`src/rtl/ff_param_loader.sv`:
```
`default_nettype none
// ============================================================================
// Module      : ff_param_loader
// Description : Receives the feed-forward network parameter stream, decodes
//               each word into flat address and layer/neuron/input indices,
//               and drives a registered weight/bias write port.
// Revision    : 1.0 - initial release
// ============================================================================
module ff_param_loader #(
    parameter int DATA_W = 32,
    parameter int SIZE_W = 4,
    parameter int ADDR_W = 10
) (
    input  logic              clk,
    input  logic              rst,
    input  logic              load,
    input  logic [SIZE_W-1:0] first_layer,
    input  logic [SIZE_W-1:0] second_layer,
    input  logic [SIZE_W-1:0] third_layer,
    input  logic [SIZE_W-1:0] fourth_layer,
    input  logic [DATA_W-1:0] data,
    input  logic              in_valid,
    output logic              wr_en,
    output logic [ADDR_W-1:0] wr_addr,
    output logic [DATA_W-1:0] wr_data,
    output logic [1:0]        wr_layer,
    output logic              wr_is_bias,
    output logic [SIZE_W-1:0] wr_neuron,
    output logic [SIZE_W-1:0] wr_input,
    output logic              busy,
    output logic              loaded,
    output logic              err,
    output logic              overrun
);

    localparam int PW = 2 * SIZE_W;

    typedef enum logic [1:0] {
        IDLE = 2'd0,
        RECV = 2'd1,
        DONE = 2'd2,
        ERR  = 2'd3
    } state_t;

    state_t            state;
    logic [SIZE_W-1:0] n0, n1, n2, n3;
    logic [1:0]        t;
    logic              phase;
    logic [SIZE_W-1:0] j, i;
    logic [ADDR_W-1:0] addr;

    logic [SIZE_W-1:0] n_in, n_out;
    logic [PW-1:0]     p01, p12, p23;
    logic [ADDR_W-1:0] total;
    logic              any_zero;
    logic              last_word;

    assign any_zero = (first_layer == '0) || (second_layer == '0) ||
                      (third_layer == '0) || (fourth_layer == '0);

    // Sizes of the layers on either side of the current transition
    assign n_in  = (t == 2'd0) ? n0 : (t == 2'd1) ? n1 : n2;
    assign n_out = (t == 2'd0) ? n1 : (t == 2'd1) ? n2 : n3;

    assign p01   = PW'(n0) * PW'(n1);
    assign p12   = PW'(n1) * PW'(n2);
    assign p23   = PW'(n2) * PW'(n3);
    assign total = ADDR_W'(p01) + ADDR_W'(n1) + ADDR_W'(p12) + ADDR_W'(n2) +
                   ADDR_W'(p23) + ADDR_W'(n3);

    assign last_word = (addr == total - ADDR_W'(1));

    always_ff @(posedge clk) begin
        if (rst) begin
            state      <= IDLE;
            n0         <= '0;
            n1         <= '0;
            n2         <= '0;
            n3         <= '0;
            t          <= '0;
            phase      <= 1'b0;
            j          <= '0;
            i          <= '0;
            addr       <= '0;
            wr_en      <= 1'b0;
            wr_addr    <= '0;
            wr_data    <= '0;
            wr_layer   <= '0;
            wr_is_bias <= 1'b0;
            wr_neuron  <= '0;
            wr_input   <= '0;
            busy       <= 1'b0;
            loaded     <= 1'b0;
            err        <= 1'b0;
            overrun    <= 1'b0;
        end else begin
            wr_en <= 1'b0;
            if (load) begin
                n0      <= first_layer;
                n1      <= second_layer;
                n2      <= third_layer;
                n3      <= fourth_layer;
                t       <= '0;
                phase   <= 1'b0;
                j       <= '0;
                i       <= '0;
                addr    <= '0;
                loaded  <= 1'b0;
                overrun <= 1'b0;
                err     <= any_zero;
                busy    <= ~any_zero;
                state   <= any_zero ? ERR : RECV;
            end else begin
                case (state)
                    RECV: begin
                        if (in_valid) begin
                            wr_en      <= 1'b1;
                            wr_data    <= data;
                            wr_addr    <= addr;
                            wr_layer   <= t;
                            wr_is_bias <= phase;
                            wr_neuron  <= j;
                            wr_input   <= phase ? '0 : i;
                            addr       <= addr + ADDR_W'(1);
                            if (!phase) begin
                                if (i == n_in - SIZE_W'(1)) begin
                                    i <= '0;
                                    if (j == n_out - SIZE_W'(1)) begin
                                        j     <= '0;
                                        phase <= 1'b1;
                                    end else begin
                                        j <= j + SIZE_W'(1);
                                    end
                                end else begin
                                    i <= i + SIZE_W'(1);
                                end
                            end else begin
                                if (j == n_out - SIZE_W'(1)) begin
                                    j     <= '0;
                                    phase <= 1'b0;
                                    t     <= t + 2'd1;
                                end else begin
                                    j <= j + SIZE_W'(1);
                                end
                            end
                            if (last_word) begin
                                state  <= DONE;
                                loaded <= 1'b1;
                                busy   <= 1'b0;
                            end
                        end
                    end
                    DONE: begin
                        if (in_valid) begin
                            overrun <= 1'b1;
                        end
                    end
                    default: ;
                endcase
            end
        end
    end

endmodule
`default_nettype wire

```
`config.mk`:
```
export PLATFORM = sky130hd
export DESIGN_NAME = ff_param_loader
export DESIGN_NICKNAME = d
export VERILOG_FILES = /design/src/rtl/ff_param_loader.sv
export SDC_FILE = /design/constraint.sdc
export NUM_CORES = 1
export LEC_CHECK = 0
export ABC_AREA = 1
export CAP_MARGIN = 20
export CELL_PAD_IN_SITES_DETAIL_PLACEMENT = 0
export CELL_PAD_IN_SITES_GLOBAL_PLACEMENT = 1
export CORE_MARGIN = 4
export CORE_UTILIZATION = 39
export DETAILED_ROUTE_END_ITERATION = 10
export PLACE_DENSITY = 0.79
export SETUP_SLACK_MARGIN = 0.02
export SYNTH_ARGS = -nofsm -noshare
export SYNTH_HDL_FRONTEND = slang
export SYNTH_SLANG_ARGS = --single-unit
```
`constraint.sdc`:
```
create_clock -name clk -period 6.72 [get_ports clk]
set_input_delay 1.344 -clock clk [delete_from_list [all_inputs] [get_ports clk]]
set_output_delay 1.344 -clock clk [all_outputs]
set_load 0.01 [all_outputs]
```
==> run summary <==
The proportion of power drawn by combinational gates is 0.413, and the routed length per instance is 14.05 um. Largest voltage drop on the vdd net: 157.8 uV. Overall power consumption after layout is estimated at 0.001946 W.

The flow ran to the end, and the final reports show no timing, DRC or antenna violations. The analysis attributes to cell leakage a power of 3.602 nW. TritonCTS built the clock tree.

The final layout contains routed wiring with a total length of 16.21 mm. The sequential cell area fraction in the yosys report came out at 0.3022. The clock transition at the registers of the reported paths was 0.07 ns. The count of input and output buffers is 109, and the number of max-slew violations in the final report is 0. Sequential cell fraction of total power: 0.320. The mapped netlist covers 6425 um^2. For the post-CTS setup-driven buffer insertion count, the log shows 0. Setup repair after global routing left no endpoint under its margin. The tools report the total CTS buffers as 9.

The critical path starts at n2[0]$_SDFFE_PP0P_. The clock arrives with 0.006991 ns of skew. The clock network fraction of total power was 0.267; the simple-gate portion of the synthesized area was 0.2296. The die is 136.4 um tall. The routed layout has 5497 vias. The async set or reset register ratio after synthesis came out at 0.

The logs give 0 for the number of failing setup endpoints in the final timing report and 97 for the clock sink count. The count of antenna diodes in the layout is 0, and the worst max-slew margin expressed relative to the limit is 0.3564. The run gives 0.4015 as the initial core utilization. Yosys mapped a number of flops with a built-in enable equal to 0. The logs give 0 for the yosys synthesis warning count and 0.8141 for the final weighted congestion in routability-driven placement. Register-to-register setup slack: 0.97 ns. After synthesis, the largest family of logic cells by area is adder cells. Category of the most critical setup path: reg -> reg. The tools report the violation count after the first detailed-routing iteration as 314. Post-DP HPWL: 12.51 mm.

For the number of fillers in the final layout, the log shows 1646. Via count of the first global-routing pass: 5301. The share of cell area taken by muxes after synthesis was 0; the post-route DRC violation count was 0. The clock passes through at most 2 buffers.

Counting cells, the worst reg-to-reg path comes to 21. The finished cells cover 7948 um^2. The slew at the pin closest to its max-slew limit is 0.9618 ns, and the worst path arrival time is 5.97 ns.

The width of the die is 136.4 um, and the mean number of vias per cell is 4.763. The total number of nets in the final design is 1077. The number of hold-slack violations in the final timing report is 0. Walking the worst path, the cells encountered are nand2_1 -> fa_1 -> inv_1 -> fa_1 -> inv_1 -> fa_1 -> fa_1 -> fa_1 -> inv_1 -> fa_1 -> ha_1 -> inv_1 -> fa_1 -> xor2_1 -> nand3_1 -> nor2_1 -> nand3_1 -> nor2_1 -> nand3_1 -> nand3_1 -> a21oi_1. Synthesis handed over a netlist of 846 instances.

The internal power of the cells totals 0.001218 W. Entering global routing, the biggest net connects 63 pins. The startpoint identified for the worst register-to-register timing path is n2[0]$_SDFFE_PP0P_.

The library cell used as clock root buffer was clkbuf_16. In this run the critical register-to-register path is captured at busy$_SDFFE_PP0P_. The number of flip-flops and latches in the synthesized netlist was 97.

The area share of fa/ha/maj cells after synthesis came out at 0.2329. The first-pass detailed-route iteration total came out at 4. The synthesis-to-layout area growth was 23.70%; the mean post-synth cell area was 7.594 um^2. The xor/xnor share of the synthesized area was 0.02317; the fraction of layout instances using a drive strength above 1 was 0.05330. The H-tree level count came out at 3. The clock latency reported for the late side of the worst-skew pair was 0.35 ns; the total overflow reported by the global router was 0. In this run the cell area measured after placement is 7646 um^2.

The tools report the final core utilization as 0.4967. The logs give 26.95 mm for the wire length of the first global-routing pass and 990 for the post-synth net total. The share of the clock period used by the worst path was 0.8558; the number of I/O pins was 110. The net switching component of the power is 0.0007282 W. The number of max-cap violations is 0, and the biggest cell delay along the critical path is 0.59 ns. The area of the die is 18590 um^2. The worst setup path is launched from a flop. The total area inside the core boundary comes to 16000 um^2. The post-synthesis compound-gate area fraction was 0.1091. Once detail routing completed, the nets flagged for antenna violations numbered 0.

The floorplan has 46 rows. The slowest stage of the critical path is the dfxtp_1 cell. STA classifies the critical path endpoint as a flop. The peak clock frequency supported by timing is 173.9 MHz, and the fraction of power spent switching nets is 0.3742. The critical path's most frequent cell is fa_1.

The number of hold buffers added after CTS was 0. The number of antenna violations at the first check in global routing was 0; the number of cells upsized or downsized after cts was 0. Among all flip-flop cells after synthesis, the most frequent one is dfxtp_1. The logs give 0.1823 for the overall fraction of global-route tracks in use and 6.94 ns for the required time at the worst-slack endpoint.

In this run the worst setup path terminates at busy$_SDFFE_PP0P_. The smallest clock period supported by the final layout is computed as 5.751 ns. The tools report the sum of negative setup slack as 0 ns. The class of the tightest hold or removal check is reg -> reg. The total power divided by cell area is 244.9 nW/um^2. The netlist uses 40 different library cells. In this run the worst path has a maximum fanout of 12.
==> flip-flops by register name (all words and copies together) (netlist names), 2 cells and up <==
register	cells
n3	4
addr	10
state	2
n2	4
n1	4
wr_input	4
j	4
t	2
n0	4
i	4
wr_addr	10
wr_layer	2
wr_neuron	4
wr_data	32
==> placed cells by master, fill, tap and decap left out, types with 3 or more instances in the layout <==
master | netlist | final
nor2_1 | 109 | 109
xor2_1 | 10 | 10
a21oi_2 | 3 | 3
clkbuf_16 | 0 | 9
dfxtp_1 | 97 | 97
nor3_1 | 6 | 6
nand4_1 | 6 | 6
inv_1 | 128 | 128
a21oi_1 | 46 | 46
fa_1 | 46 | 46
nand2_1 | 148 | 148
ha_1 | 46 | 46
o21ai_0 | 75 | 75
nand3_1 | 37 | 37
inv_2 | 3 | 3
nand3_2 | 5 | 5
clkdlybuf4s50_1 | 0 | 109
xnor2_1 | 7 | 7
nor3b_1 | 4 | 4
clkinv_4 | 0 | 3
nor2_2 | 4 | 3
nand2_2 | 9 | 9
==> power groups by stage <==
stage | registers [W] | logic [W] | clock network, W
2_1_floorplan | 0.000628 | 0.000620 | 0
3_3_place_gp | 0.000635 | 0.000809 | 0
3_5_place_dp | 0.000635 | 0.000806 | 0
4_1_cts | 0.000622 | 0.000821 | 0.000533
5_1_grt | 0.000626 | 0.000942 | 0.000555
6_report | 0.000622 | 0.000804 | 0.000519
==> critical path: cells and delay by family (launching register included) <==
kind / cells / cell delay, ns
AO/OA/AOI/OAI: 1 / 0.09
XOR/XNOR: 1 / 0.15
adder cells (fa/ha/maj): 8 / 3.82
buffers and inverters: 4 / 0.22
flip-flops: 1 / 0.59
AND/OR/NAND/NOR: 7 / 0.75
==> cells by family (layout without fill, tap and decap cells) <==
| kind of cell | count (synthesis) | in the layout |
|---|---|---|
| AND/OR/NAND/NOR | 339 | 339 |
| buffers and inverters | 168 | 260 |
| AO/OA/AOI/OAI | 133 | 133 |
| flip-flops | 97 | 97 |
| adder cells (fa/ha/maj) | 92 | 92 |
| XOR/XNOR | 17 | 17 |
==> worst min-delay path by stage <==
stage	slack, ns	from	cells past startpoint	end
after floorplan	0.46	state[0]$_SDFFE_PP0P_	2	state[0]$_SDFFE_PP0P_
after global placement	0.44	err$_SDFFE_PP0P_	1	err$_SDFFE_PP0P_
after detailed placement	0.44	err$_SDFFE_PP0P_	1	err$_SDFFE_PP0P_
after CTS	0.47	err$_SDFFE_PP0P_	1	err$_SDFFE_PP0P_
after global routing	0.49	err$_SDFFE_PP0P_	1	err$_SDFFE_PP0P_
final	0.46	err$_SDFFE_PP0P_	1	err$_SDFFE_PP0P_
==> synth_stat cells, types with 4 or more instances <==
library cell  number  area share
nand2_1          148       0.086
inv_1            128       0.075
nor2_1           109       0.064
dfxtp_1           97        0.30
o21ai_0           75       0.058
a21oi_1           46       0.036
fa_1              46        0.14
ha_1              46       0.090
nand3_1           37       0.029
clkbuf_1          23       0.013
xor2_1            10       0.014
nand2_2            9      0.0088
buf_2              7      0.0055
xnor2_1            7      0.0095
nand4_1            6      0.0058
nor3_1             6      0.0047
nand3_2            5      0.0078
nor2_2             4      0.0039
nor3b_1            4      0.0047
==> area by class of cell <==
cell class	instances	area (um^2)	area share
sequential	97	1942	0.2443
tap	216	270.3	0.03401
inverter	133	501.7	0.06313
timing repair buffer	111	1106	0.1392
multi-input combinational	581	3826	0.4814
clock inverter	6	62.56	0.007872
clock buffer	10	239.0	0.03007
==> per-stage QoR <==
| step | cells | hold WS [ns] | setup slack [ns] |
|---|---|---|---|
| final | 1154 | 0.4609 | 0.9689 |
| after global routing | 1154 | 0.4921 | 0.6270 |
| after CTS | 1154 | 0.4704 | 0.9436 |
| after detailed placement | 1138 | 0.4406 | 1.004 |
| after global placement | 1138 | 0.4375 | 1.085 |
| after floorplan | 846 | 0.4552 | 1.414 |
==> metal layers <==
metal | global-route usage | wire, um
met1 | 0.2519 | 7850
met2 | 0.2848 | 7400
met3 | 0.05662 | 830
met4 | 0.03303 | 130
met5 | 0 | 0
No activity file was read; power rests on OpenSTA's default activity.
